**src/rtl/sevenseg_scan_decoder.sv**
```systemverilog
// Monitors a multiplexed active-low hex 7-segment display and rebuilds the
// shown 32-bit value and decimal-point mask, one full frame at a time.
module sevenseg_scan_decoder #(
  parameter int unsigned STABLE_CYCLES = 4
) (
  input  logic        clk,
  input  logic        reset,
  input  logic [7:0]  anodes,
  input  logic        a,
  input  logic        b,
  input  logic        c,
  input  logic        d,
  input  logic        e,
  input  logic        f,
  input  logic        g,
  input  logic        dp,
  output logic [31:0] value,
  output logic [7:0]  dp_mask,
  output logic        frame_valid,
  output logic [7:0]  digit_seen,
  output logic        seg_error
);

  localparam logic [7:0] STABLE_LIM = 8'(STABLE_CYCLES);

  // Active-high abcdefg (a is MSB) to {ok, nibble}; ok=0 for unmappable patterns.
  function automatic logic [4:0] seg_decode(input logic [6:0] segs);
    logic [4:0] res;
    case (segs)
      7'h7E:   res = 5'h10;
      7'h30:   res = 5'h11;
      7'h6D:   res = 5'h12;
      7'h79:   res = 5'h13;
      7'h33:   res = 5'h14;
      7'h5B:   res = 5'h15;
      7'h5F:   res = 5'h16;
      7'h70:   res = 5'h17;
      7'h7F:   res = 5'h18;
      7'h73:   res = 5'h19;
      7'h77:   res = 5'h1A;
      7'h1F:   res = 5'h1B;
      7'h4E:   res = 5'h1C;
      7'h3D:   res = 5'h1D;
      7'h4F:   res = 5'h1E;
      7'h47:   res = 5'h1F;
      default: res = 5'h00;
    endcase
    return res;
  endfunction

  logic [15:0] in_s;
  logic [15:0] sample_r;
  logic [7:0]  cnt_r;
  logic        fired_r;
  logic [31:0] shadow_r;
  logic [7:0]  shdp_r;

  logic [7:0]  sel_s;
  logic        one_low_s;
  logic [2:0]  idx_s;
  logic [4:0]  dec_s;
  logic        capture_s;
  logic        cap_ok_s;
  logic        bad_s;
  logic        complete_s;
  logic [31:0] shadow_nx_s;
  logic [7:0]  shdp_nx_s;
  logic [7:0]  seen_nx_s;

  assign in_s = {anodes, a, b, c, d, e, f, g, dp};

  // Sample stage and stability counter; fired_r keeps a saturated count from re-capturing.
  always_ff @(posedge clk) begin
    if (!reset) begin
      sample_r <= 16'h0000;
      cnt_r    <= 8'd0;
      fired_r  <= 1'b0;
    end else begin
      sample_r <= in_s;
      if (in_s != sample_r) begin
        cnt_r   <= 8'd1;
        fired_r <= 1'b0;
      end else begin
        if (cnt_r != 8'hFF) begin
          cnt_r <= cnt_r + 8'd1;
        end else begin
          cnt_r <= cnt_r;
        end
        fired_r <= fired_r | capture_s;
      end
    end
  end

  // Anode qualification, decode and next shadow / seen state.
  always_comb begin
    sel_s       = ~sample_r[15:8];
    one_low_s   = 1'b1;
    idx_s       = 3'd0;
    dec_s       = seg_decode(~sample_r[7:1]);
    capture_s   = (cnt_r == STABLE_LIM) && !fired_r;
    shadow_nx_s = shadow_r;
    shdp_nx_s   = shdp_r;
    seen_nx_s   = digit_seen;
    case (sel_s)
      8'b0000_0001: idx_s = 3'd0;
      8'b0000_0010: idx_s = 3'd1;
      8'b0000_0100: idx_s = 3'd2;
      8'b0000_1000: idx_s = 3'd3;
      8'b0001_0000: idx_s = 3'd4;
      8'b0010_0000: idx_s = 3'd5;
      8'b0100_0000: idx_s = 3'd6;
      8'b1000_0000: idx_s = 3'd7;
      default:      one_low_s = 1'b0;
    endcase
    cap_ok_s = capture_s && one_low_s && dec_s[4];
    bad_s    = capture_s && one_low_s && !dec_s[4];
    if (cap_ok_s) begin
      shadow_nx_s[{idx_s, 2'b00} +: 4] = dec_s[3:0];
      shdp_nx_s[idx_s]                 = ~sample_r[0];
      seen_nx_s                        = digit_seen | sel_s;
    end else begin
      seen_nx_s = digit_seen;
    end
    complete_s = cap_ok_s && (seen_nx_s == 8'hFF);
  end

  // Shadow capture and whole-frame publication.
  always_ff @(posedge clk) begin
    if (!reset) begin
      shadow_r    <= 32'h0;
      shdp_r      <= 8'h00;
      value       <= 32'h0;
      dp_mask     <= 8'h00;
      frame_valid <= 1'b0;
      digit_seen  <= 8'h00;
      seg_error   <= 1'b0;
    end else begin
      shadow_r    <= shadow_nx_s;
      shdp_r      <= shdp_nx_s;
      frame_valid <= complete_s;
      seg_error   <= seg_error | bad_s;
      if (complete_s) begin
        value      <= shadow_nx_s;
        dp_mask    <= shdp_nx_s;
        digit_seen <= 8'h00;
      end else begin
        value      <= value;
        dp_mask    <= dp_mask;
        digit_seen <= seen_nx_s;
      end
    end
  end

endmodule

```
**config.mk**
```make
export PLATFORM = sky130hd
export DESIGN_NAME = sevenseg_scan_decoder
export DESIGN_NICKNAME = d
export VERILOG_FILES = /design/src/rtl/sevenseg_scan_decoder.sv
export SDC_FILE = /design/constraint.sdc
export NUM_CORES = 1
export LEC_CHECK = 0
export ABC_AREA = 0
export ABC_CLOCK_PERIOD_IN_PS = 2870
export CAP_MARGIN = 30
export CORE_ASPECT_RATIO = 1.5
export CORE_MARGIN = 2
export CORE_UTILIZATION = 52
export CTS_BUF_LIST = sky130_fd_sc_hd__clkbuf_8
export DETAILED_ROUTE_END_ITERATION = 7
export PLACE_DENSITY = 0.78
export REMOVE_ABC_BUFFERS = 1
export SLEW_MARGIN = 20
export SYNTH_ARGS = -nofsm -noshare
export SYNTH_HDL_FRONTEND = slang
export SYNTH_SLANG_ARGS = --single-unit
```
**constraint.sdc**
```tcl
create_clock -name clk -period 2.87 [get_ports clk]
set_input_delay 0.574 -clock clk [delete_from_list [all_inputs] [get_ports clk]]
set_output_delay 0.574 -clock clk [all_outputs]
set_load 0.005 [all_outputs]
```
==> summary.txt <==
GRT
  • Pin count of the biggest net entering global routing: 78
  • Vias in the first global route: 4743
  • Tot GR Track Use: 24.4%
  • Initial antenna violation count: 0
  • First-pass GRT wire length: ~22000 um
  • GR Overflow Total: 0

Min path
  • Worst hold path depth: 2
  • Hold crit path type: register to register

Die
  • Die Ht: between 100 and 150 um
  • Core area: roughly 10000 um2
  • Die X: 87.9 um
  • Die footprint: 11400 um2
  • # IOs: 68
  • Floorplan row count: between 40 and 50
  • Initial core utilization: approximately 54%

Place
  • Area of placed instances: 6810 um2
  • Port buffer count: 67
  • Post-DP HPWL: 9540 um
  • Gp weighted congestion: 0.876

Setup path
  • Worst r2r dst: value[7]$_SDFFE_PN0P_
  • CP endpoint kind: register
  • Critical Path Sink: value[7]$_SDFFE_PN0P_
  • FF-to-FF path depth: 8
  • Crit path kind: register to register
  • R2R Setup Slk: -9 ps
  • CP max FO: 7
  • Worst EP required: 3190 ps
  • Reg2reg start: sample_r[2]$_SDFF_PN0_
  • Crit path DAT: approximately 3200 ps
  • CP startpoint kind: register
  • Critical Path Start: sample_r[2]$_SDFF_PN0_

Job
  • Number of max-cap violations: 0

STA
  • Slew Limit Fails: 0
  • RSZ-0062 raised after global routing: true
  • Clock skew: 11.3 ps
  • Final worst-path cycle share: 100%
  • Tmin final: 2880 ps
  • Tightest Pin Transition: 508 ps
  • Max-slew headroom: 65.7%
  • Hold Fails Final Rpt: 0
  • Max frequency: 347 MHz
  • Worst setup margin: -8.89 ps
  • Final setup viols: 4
  • Minimum hold slack: 464 ps

Clocking
  • Clk root buf: clkbuf_8
  • Hold_buf cts: 0
  • Clock Tree Buf Depth: 2
  • TritonCTS buffer count: 17
  • Clock Latency Late Sink: 430 ps
  • Clock-pin slew on the worst setup and hold paths: 70 ps
  • H-tree Lvls: 4
  • CTS tree: yes
  • Sink Count: roughly 120

Detailed routing
  • DRC Markers: 0
  • DR vias/cell: 5.44
  • Via Count: just under 5000
  • ANT nets after route: 0
  • WL final: 14000 um
  • DR WL/cell: 15.7 um
  • DR iter-0 viols: 170
  • First-pass DRT Iterations: 4

Synth
  • Yosys Warn Count: 0
  • Flops & latches, synth: 115
  • Async SR Flop Fraction: 0%
  • Yosys top cell area share: 42.0%
  • Synth Flop Type: dfxtp_1
  • Mapped Area: 5490 um2
  • Area contributors post-synth: dfxtp_1 42%, mux2_2 6.2%, and2_1 5.8%
  • Cell type with the largest total area after synthesis: dfxtp_1
  • Seq/Total Area, Yosys: a little over two fifths
  • Post-synthesis cell type count: between 60 and 70
  • Post-synthesis cell count: just under 600
  • EDFF count, synth: 0
  • Mean Syn Cell Area: 9.22 um2

Cells and area
  • Commonest cells after routing, fill and taps aside: 103 x dfxtp_1, 84 x buf_4, 66 x clkdlybuf4s50_1
  • Layout net count: about 760
  • Diodes inserted: 0
  • Finished Cell Area: between 7000 and 8000 um2
  • Fillers: 690
  • Share of cells above drive strength 1: 29.4%
  • Most common cell after layout, fill and taps aside: dfxtp_1
  • Synthesis-to-finish area growth: 37.9%

Power and ir drop
  • PwrDens: 430 nW/um2
  • Maximum vdd drop: 0.405 mV
  • P_leak: between 0.003 and 0.004 uW

Run status
  • Status: complete, but fails checks
  • Failing checks: negative setup slack
==> registers in the layout, indices dropped and copies added, names as in the netlist <==
name	flops
shadow_r	32
fired_r	1
shdp_r	8
dp_mask	8
sample_r	16
cnt_r	8
value	32
frame_valid	1
seg_error	1
digit_seen	8
==> stage by stage <==
stage               util (%)  setup slack, ps  std cells  TNS, ps  total power (uW)
CTS                     71.2             2.10        878        0              3260
finish                  74.2            -8.89        887    -24.8              3250
global route            74.2             -105        887    -2170              3380
global placement        66.6             -237        845    -9020              1900
floorplan                  -            -2350        557  -108050              1760
detailed placement      66.9             -283        846    -9960              1900
==> cells by family after synthesis <==
logic type	Yosys count	synth area share [%]
DFF	115	42.0
AOI/OAI and AO/OA	91	13.2
xor gates and xnor gates	26	4.15
and+or+nand+nor	241	24.1
adders and majority gates	5	1.14
muxes	53	10.5
buffers and inverters	64	4.95
==> synthesized netlist by cell type (all sizes together) (3+ instances only) <==
master	instances
a21boi	12
a311oi	5
a31oi	3
and2	51
and3	11
and4	4
buf	12
clkbuf	26
dfxtp	115
ha	5
inv	26
mux2	37
mux2i	16
nand2	49
nand2b	3
nand3	10
nand4	16
nand4b	3
nor2	36
nor2b	3
nor3	18
nor3b	7
nor4	6
o211a	11
o211ai	3
o21a	24
o21ai	14
or2	4
or3	7
xnor2	21
xor2	5
==> final cells by class <==
type	count	area (um2)	area share [%]
flip-flops and latches	115	2330	30.8
well taps	141	176	2.33
clock buffers	18	248	3.27
repair buffers	158	1390	18.3
inverters	26	97.6	1.29
clock inverters	13	111	1.47
multi-input cells	416	3210	42.5
==> per-layer routing <==
layer	GRT usage (%)	share of wire [%]
met5	0	0
met4	11.2	2.5
met3	5.19	3.6
met2	43.0	53
met1	27.8	41
==> what timing repair did <==
action / 4_1_cts / 5_1_grt
setup buffers: 1 / 6
setup endpoints to repair: 66 / 53
hold endpoints to repair: 0 / 0
pin swaps: 3 / 16
cloned: 0 / 3
resized for setup: 21 / 62
==> how the worst min path moves through the flow <==
stage / from / endpoint / slack (ps)
after floorplan: fired_r$_SDFF_PP0_ / fired_r$_SDFF_PP0_ / 440
after global placement: value[18]$_SDFFE_PN0P_ / value[18]$_SDFFE_PN0P_ / 450
after detailed placement: value[8]$_SDFFE_PN0P_ / value[8]$_SDFFE_PN0P_ / 450
after CTS: reset / shadow_r[13]$_SDFF_PN0_ / 450
after global routing: reset / shadow_r[13]$_SDFF_PN0_ / 480
final: value[10]$_SDFFE_PN0P_ / value[10]$_SDFFE_PN0P_ / 460
==> critical path, stage by stage (launching register included) <==
cell     delay [ps]
dfxtp_2         340
or4b_4          530
or4b_4          520
o211a_4         190
a311o_2         400
buf_6           160
o21a_1          180
o21a_1          200
mux2_2          250
==> power breakdown <==
part	internal [uW]	total, uW	switching (uW)
combinational	132	255	124
clock	698	1360	667
sequential	1610	1630	26.1
total	2440	3250	816
No activity file was read; power rests on OpenSTA's default activity.
